--- src/rtl/rr_sel_arbiter4_defs.sv ---
// Shared state encodings for rr_sel_arbiter4.
// This header is included by the design package, the top module and the
// testbench, so that all of them use the same two state codes.
// Ports: none (preprocessor definitions only).
`ifndef RR_SEL_ARBITER4_DEFS_SV
`define RR_SEL_ARBITER4_DEFS_SV

`define RR_SEL_ARBITER4_IDLE 1'b0
`define RR_SEL_ARBITER4_BUSY 1'b1

`endif

--- src/rtl/rr_sel_arbiter4_pkg.sv ---
// Types and constants shared by the rr_sel_arbiter4 block.
//   state_t : two-state FSM encoding (IDLE: no grant, BUSY: grant held)
//   CNT_W   : width of the hold counter
// Ports: none (package).
`include "rr_sel_arbiter4_defs.sv"

package rr_sel_arbiter4_pkg;

  typedef enum logic {
    IDLE = `RR_SEL_ARBITER4_IDLE,
    BUSY = `RR_SEL_ARBITER4_BUSY
  } state_t;

  localparam int unsigned CNT_W = 8;

endpackage

--- src/rtl/rr_sel_arbiter4_pick4.sv ---
// rr_pick4: combinational rotating-priority search over four requests.
// The winner is the first set bit of req when scanning ptr, ptr+1, ptr+2,
// ptr+3 (modulo 4).
// Ports:
//   req[3:0] : per-channel request bits
//   ptr[1:0] : channel with highest priority this cycle
//   any      : at least one request is set
//   idx[1:0] : winning channel (0 when any is low)
module rr_pick4 (
  input  logic [3:0] req,
  input  logic [1:0] ptr,
  output logic       any,
  output logic [1:0] idx
);

  logic [1:0] cand;

  // Scan from the lowest priority up to the highest so that the last hit,
  // i.e. the one nearest to ptr, is the one left in idx.
  always_comb begin
    // NOTE: every output of a combinational block gets a default first;
    // a path that leaves one unassigned would infer a latch.
    any  = 1'b0;
    idx  = 2'd0;
    cand = 2'd0;
    for (int k = 3; k >= 0; k--) begin
      cand = ptr + 2'(k);
      if (req[cand]) begin
        any = 1'b1;
        idx = cand;
      end
    end
  end

endmodule

--- src/rtl/rr_sel_arbiter4.sv ---
// rr_sel_arbiter4: round-robin arbiter driving the select of a 4:1 mux.
// A winner is picked in IDLE, the grant is held in BUSY until the grantee
// signals done, withdraws its request, or has held it for MAX_HOLD cycles.
// Every release is followed by one IDLE cycle before the next grant.
// Ports:
//   clk     : clock, rising edge
//   reset   : asynchronous, active-high reset
//   req     : per-channel requests
//   done    : grantee finished (only looked at in BUSY)
//   sel     : registered mux select, held through IDLE
//   grant   : registered one-hot grant (1<<sel while valid, else 0)
//   valid   : registered, high while sel names a granted channel
//   timeout : registered one-cycle pulse after a release caused by expiry
`include "rr_sel_arbiter4_defs.sv"

module rr_sel_arbiter4
  import rr_sel_arbiter4_pkg::*;
#(
  parameter int unsigned MAX_HOLD = 15
) (
  input  logic       clk,
  input  logic       reset,
  input  logic [3:0] req,
  input  logic       done,
  output logic [1:0] sel,
  output logic [3:0] grant,
  output logic       valid,
  output logic       timeout
);

  // Counter value seen during the MAX_HOLD-th BUSY cycle (counter is 0 in
  // the first one).
  localparam logic [CNT_W-1:0] HOLD_LAST = CNT_W'(MAX_HOLD - 1);

  state_t           state_q, state_d;
  logic [1:0]       ptr_q, ptr_d;
  logic [1:0]       sel_q, sel_d;
  logic [3:0]       grant_q, grant_d;
  logic             valid_q, valid_d;
  logic             timeout_q, timeout_d;
  logic [CNT_W-1:0] cnt_q, cnt_d;

  logic       pick_any;
  logic [1:0] pick_idx;
  logic       normal_release;
  logic       hold_expired;

  rr_pick4 u_pick (
    .req (req),
    .ptr (ptr_q),
    .any (pick_any),
    .idx (pick_idx)
  );

  assign normal_release = done || !req[sel_q];
  assign hold_expired   = (cnt_q == HOLD_LAST);

  always_comb begin
    state_d   = state_q;
    ptr_d     = ptr_q;
    sel_d     = sel_q;
    grant_d   = grant_q;
    valid_d   = valid_q;
    timeout_d = 1'b0;
    cnt_d     = cnt_q;
    case (state_q)
      IDLE: begin
        grant_d = 4'b0000;
        valid_d = 1'b0;
        cnt_d   = '0;
        if (pick_any) begin
          sel_d   = pick_idx;
          grant_d = 4'b0001 << pick_idx;
          valid_d = 1'b1;
          state_d = BUSY;
        end
      end
      BUSY: begin
        if (normal_release || hold_expired) begin
          state_d   = IDLE;
          valid_d   = 1'b0;
          grant_d   = 4'b0000;
          ptr_d     = sel_q + 2'd1;
          cnt_d     = '0;
          // A coinciding done or withdraw makes this an ordinary release.
          timeout_d = hold_expired && !normal_release;
        end else begin
          cnt_d = cnt_q + CNT_W'(1);
        end
      end
      default: state_d = IDLE;
    endcase
  end

  // NOTE: state is updated with non-blocking assignments so every flop
  // samples the pre-edge values, independent of statement order.
  always_ff @(posedge clk or posedge reset) begin
    if (reset) begin
      state_q   <= IDLE;
      ptr_q     <= 2'd0;
      sel_q     <= 2'd0;
      grant_q   <= 4'b0000;
      valid_q   <= 1'b0;
      timeout_q <= 1'b0;
      cnt_q     <= '0;
    end else begin
      state_q   <= state_d;
      ptr_q     <= ptr_d;
      sel_q     <= sel_d;
      grant_q   <= grant_d;
      valid_q   <= valid_d;
      timeout_q <= timeout_d;
      cnt_q     <= cnt_d;
    end
  end

  assign sel     = sel_q;
  assign grant   = grant_q;
  assign valid   = valid_q;
  assign timeout = timeout_q;

endmodule

--- config.mk ---
export PLATFORM = sky130hd
export DESIGN_NAME = rr_sel_arbiter4
export DESIGN_NICKNAME = d
export VERILOG_FILES = /design/src/rtl/rr_sel_arbiter4_pkg.sv /design/src/rtl/rr_sel_arbiter4_pick4.sv /design/src/rtl/rr_sel_arbiter4.sv
export VERILOG_INCLUDE_DIRS = /design/src /design/src/rtl
export SDC_FILE = /design/constraint.sdc
export NUM_CORES = 1
export LEC_CHECK = 0
export BUFFER_PORTS_ARGS = -buffer_cell sky130_fd_sc_hd__buf_2
export CAP_MARGIN = 25
export CORE_ASPECT_RATIO = 0.9
export CORE_UTILIZATION = 45
export CTS_CLUSTER_DIAMETER = 100
export DETAILED_ROUTE_END_ITERATION = 8
export PLACE_DENSITY = 0.66
export SETUP_SLACK_MARGIN = 0.5
export SYNTH_ARGS = -nofsm -noshare
export SYNTH_HDL_FRONTEND = slang
export SYNTH_SLANG_ARGS = --single-unit
--- constraint.sdc ---
create_clock -name clk -period 4 [get_ports clk]
set_input_delay 0.2 -clock clk [delete_from_list [all_inputs] [get_ports clk]]
set_output_delay 0.2 -clock clk [all_outputs]
set_load 0.01 [all_outputs]
=== Yosys cells after proc, flatten, opt, wreduce, memory -nomap -nowiden ===
Cells that the tools add are included.

* $lt $le $gt $ge: 5
* Add/sub/neg operators: 5
* Equal/unequal tests: 2
* $mul: 0
* Bitwise gates (word level): 1
* Divide/modulo/power cells: 0
* Shift operators: 1
* Reduce and logical (&&, ||, !) cells: 7
* Muxes and demuxes: 30

{| class="wikitable"
|+ Operator list
! operator !! number
|-
| $pmux 8 s2 || 1
|-
| $lt 2x3->1 const B || 5
|-
| $mux 1 || 14
|-
| $bmux 1 s2 || 5
|-
| $add 8x1->8 const B || 1
|-
| $eq 8x4->1 const B || 1
|-
| $mux 2 || 4
|-
| $mux 4 || 2
|-
| $mux 8 || 1
|-
| $pmux 4 s2 || 1
|-
| $add 2x1->2 const B || 2
|-
| $add 2x2->2 const B || 2
|-
| $pmux 1 s2 || 2
|-
| $reduce_and 2->1 || 2
|-
| $shl 1x2->4 const A || 1
|-
| $logic_not 1->1 || 2
|-
| $logic_or 1x1->1 || 2
|-
| $ne 2x1->1 const B || 1
|-
| $logic_and 1x1->1 || 1
|-
| $not 1->1 || 1
|}

* Memory bits (read-only): 0
* Register bits: 19
* Logic and storage cells: 58
* Output and inout bits: 8
* Memories: 0
* Input bits: 7
* Bits in latches: 0
* RAM bits: 0

=== Longest topological paths before layout ===
* Word-level depth: 10
* Gate-level depth with buffers: 6
* Depth with buffers taken out: 5

=== Modules after synthesis ===
From an unflattened synthesis, not the netlist that was laid out.

* Cell total of the unflattened synthesis: 91
* Area, all modules: 954.7 um^2

{| class="wikitable"
|+ Modules (own cells, without submodules)
! module !! instances !! sequential area each (um^2) !! cells each !! area an instance (um^2)
|-
| rr_sel_arbiter4 || 1 || 475.5 || 78 || 877.1
|-
| rr_pick4 || 1 || 0.0 || 13 || 77.6
|}

=== Worst setup path before layout ===
Ideal clock, no wire load.

* Kind: reg-to-reg
* From: register sel_q[0] (netlist: sel[0])
* To: register ptr_q[1]
* Buffers on the path: 1
* Setup time: 125 ps
* Path slack: 2525 ps
* Arrival: 1350 ps
* Clock period less this slack: 1475 ps
* Cell stages (with the launch flop): 6
* Required time: 3875 ps
* Path through: dfrtp_1 > buf_6 > mux2i_1 > o22ai_2 > a21boi_2 > mux2_4

* Cells in the longest elaborated chain, start to end: 6
* Elaborated cells between the ends (all ways): 7
* Those cells by class: add/sub (1); mux (2); reduce/logical (4)

{| class="wikitable"
|+ RTL lines
! element !! line !! RTL
|-
| from (decl) || rr_sel_arbiter4.sv:37 || <nowiki>logic [1:0] sel_q, sel_d;</nowiki>
|-
| from (signal assigned) || rr_sel_arbiter4.sv:109 || <nowiki>sel_q <= sel_d;</nowiki>
|-
| $bmux 1 s2 || rr_sel_arbiter4.sv:55 || <nowiki>assign normal_release = done || !req[sel_q];</nowiki>
|-
| $mux 1 (not written as such) || rr_sel_arbiter4.sv:55 ||
|-
| $logic_not 1->1 || rr_sel_arbiter4.sv:55 ||
|-
| $logic_or 1x1->1 || rr_sel_arbiter4.sv:55 ||
|-
| $logic_or 1x1->1 || rr_sel_arbiter4.sv:79 || <nowiki>if (normal_release || hold_expired) begin</nowiki>
|-
| $reduce_and 2->1 (no line) || - ||
|-
| to (signal assigned) || rr_sel_arbiter4.sv:108 || <nowiki>ptr_q <= ptr_d;</nowiki>
|-
| to (decl) || rr_sel_arbiter4.sv:36 || <nowiki>logic [1:0] ptr_q, ptr_d;</nowiki>
|}

Parallel ways exist; a longest one is shown, timed or not. The select of a mux whose other input is x is not followed.
A chain may end at the register's enable or synchronous reset.

=== Final worst setup path ===
* From: register sel_q[1] (netlist: sel[1])
* To: register grant_q[1] (netlist: grant[1])

* Cells in the longest elaborated chain, start to end: 6

{| class="wikitable"
|+ RTL lines
! element !! line !! RTL
|-
| $bmux 1 s2 || rr_sel_arbiter4.sv:55 ||
|-
| $mux 1 (not written as such) || rr_sel_arbiter4.sv:55 ||
|-
| $logic_not 1->1 || rr_sel_arbiter4.sv:55 ||
|-
| $logic_or 1x1->1 || rr_sel_arbiter4.sv:55 ||
|-
| $logic_or 1x1->1 || rr_sel_arbiter4.sv:79 ||
|-
| $ne 2x1->1 (no line) || - ||
|-
| to (signal assigned) || rr_sel_arbiter4.sv:110 || <nowiki>grant_q <= grant_d;</nowiki>
|-
| to (decl) || rr_sel_arbiter4.sv:38 || <nowiki>logic [3:0] grant_q, grant_d;</nowiki>
|}

Every way passes these cells. The select of a mux whose other input is x is not followed.

==> out/results.tsv <==
metric	value	unit
synth_warnings	0	
layout_min_cycle_time	1.60	ns
grt_overflow	0	
syn_nets	96	
ys_seq_area_frac	0.497	
highest_layer	met4	
ios	15	
synth_ff_type	dfrtp_1	
synth_cells	87	
syn_to_final_growth	11.0	%
cts_max_path_buffers	2	
routed_wirelength	1.62	mm
fmax	626	MHz
setup_viol	0	
hold_violations	1	
cts_root_buffer	clkbuf_4	
postCtsSetupBuffers	0	
first_iter_violations	11	
power_frac_comb	0.386	
worstSetupPathType	register to register	
die_h	45.8	um
cp_data_arrival_time	1.81	ns
met1_length	818	um
placed_cell_area	1040	sq um
viasPerCell	5.26	
seqPwrFrac	0.469	
p_per_area	606	nW/um^2
endpoint	grant[1]	
postSynthAreaPerCell	11.0	sq um
hold_class	input port to asynchronous set/reset pin	
synthDistinctLibCells	32	
slew_headroom	0.530	
yosys.area.top_type	dfrtp_1	
finalSetupTns	0	ns
r2r_start	sel[1]	
n_antenna_cell	0	
path_clk_slew	0.10	ns
drive_above_1_share	0.252	
p_int	0.407	mW
period_share	0.400	
crit_required	4.21	ns
syn_area	957	sq um
place_ws	2.40	ns
synth_top_area_frac	0.497	
hpwl	1.22	mm
worstMarginPinSlew	0.704	ns
cts_max_level	1	
violations	negative hold slack	
drc	0	
grt_max_degree	20	
die_w	50.6	um
maxCapViolCount	0	
antenna_found_initial	0	
dieArea	2320	sq um
row_count	15	
skew	0.000657	ns
worstPathCellList	or2_2, o22ai_2, nand3_2, o22ai_1	
rsz0062_at_grt	false	
post_cts_resized	0	
grt_first_pass_wirelength	2.70	mm
startpoint	sel[1]	
start_kind	register	
reg2regPathDepth	4	
crit_path_end_kind	register	
synth_area_leaders	dfrtp_1 50%, xor2_1 5.5%, nor2_1 4.3%	
crit_slowest_cell	dfrtp_1	
rrSetupSlack	2.40	ns
grt_usage	0.162	
cp_max_fo	13	
synth-edff-count	0	
num_vias	673	
max_stage_delay	0.43	ns
rr_endpoint	grant[1]	
synthArstFlopShare	1.00	
cts_hold_buf	0	
clock_latency	0.29	ns
initial_core_util	0.490	
clkSinkCount	19	
cts_tree	yes	
routed-wl-met3	92	um
leakagePower	0.507	nW
routabilityCongestion	0.737	
drt-wirelength-per-cell	12.7	um
nets	113	
peakVddDrop	0.000405	V
postRouteAntennaNets	0	
firstDrtPassIters	4	
grt_pass1_vias	601	
ys_seq_elements	19	
core_area	1950	sq um
sw_frac_of_total	0.368	
slew_violations	0	
met2_length	698	um
numCtsBuffers	3	
worst_hold_slack	-0.000209	ns
clock_power_share	0.145	
port_buffers	14	
status	finished with violations	
p_sw	0.237	mW
design_power_total	0.644	mW
finish.instance_area	1060	sq um
finalWorstSetupSlack	2.40	ns
[worst min-delay path by stage]
stage	to	slack (ns)	depth (start not counted)
floorplan	cnt_q[0]	0.15	1
global placement	cnt_q[7]	0.34	2
detailed placement	cnt_q[6]	0.36	2
CTS	cnt_q[6]	0.03	2
global route	cnt_q[6]	0.07	2
finish	cnt_q[6]	-0.0002	2
[placed cells by master, fill, tap and decap left out, types with 2 or more instances in the layout]
cell and instances:
a21oi_1 2, buf_2 14, clkbuf_4 3, dfrtp_1 19, ha_1 2, inv_1 8
mux2i_1 4, nand2_1 3, nand2b_1 2, nand3_1 2, nand4_1 2, nor2_1 11
o21ai_0 2, o22ai_1 2, o22ai_2 3, xor2_1 6
[kinds of logic after synthesis]
group,synth area share
adder cells (fa/ha/maj),0.0261
AND/OR/NAND/NOR,0.165
flip-flops,0.497
XOR/XNOR,0.0641
buffers and inverters,0.0549
multiplexers,0.0693
AO/OA/AOI/OAI,0.124
[flip-flops by register name, summed over array words and instances (netlist names)]
signal   count
state_q      1
sel          2
ptr_q        2
valid        1
cnt_q        8
grant        4
timeout      1
[power groups by stage]
stage	Sequential, mW	Combinational, mW	Clock (mW)
floorplan	0.305	0.194	0
global placement	0.303	0.246	0
detailed placement	0.305	0.251	0
CTS	0.302	0.251	0.0976
global route	0.310	0.274	0.105
finish	0.302	0.249	0.0935
[metrics by stage]
step / util / instances
6_report: 0.544 / 128
3_3_place_gp: 0.531 / 124
4_1_cts: 0.544 / 128
5_1_grt: 0.544 / 128
3_5_place_dp: 0.531 / 124
2_1_floorplan: - / 87
[cell usage after synthesis (all sizes together), types with 2 or more instances]
library cell and instances:
ha 2, a21oi 2, o22ai 5, nand2b 2, nand4 2, nand3 3, inv 8, nor2 11
dfrtp 19, buf 2, mux2i 4, mux2 2, nand2 3, o21ai 2, xor2 6
[routing by layer]
layer / up-vias / global-route usage
li1: 330 / -
met1: 317 / 0.232
met2: 24 / 0.235
met3: 2 / 0.0600
met4: 0 / 0.0389
met5: - / 0
[area by class of cell]
type                            instances  area, sq um
Inverter                                8         30.0
Fill cell                             179          890
Clock buffer                            4         26.3
Timing Repair Buffer                   14         70.1
Tap cell                               25         31.3
Sequential cell                        19          475
Multi-Input combinational cell         58          429
[worst max-delay path: cells and delay by family (launching register included)]
kind               cells  cell delay (ns)
and+or+nand+nor        2             0.61
AOI/OAI and AO/OA      2             0.48
DFF                    1             0.43
(Power assumes the default switching activity.)
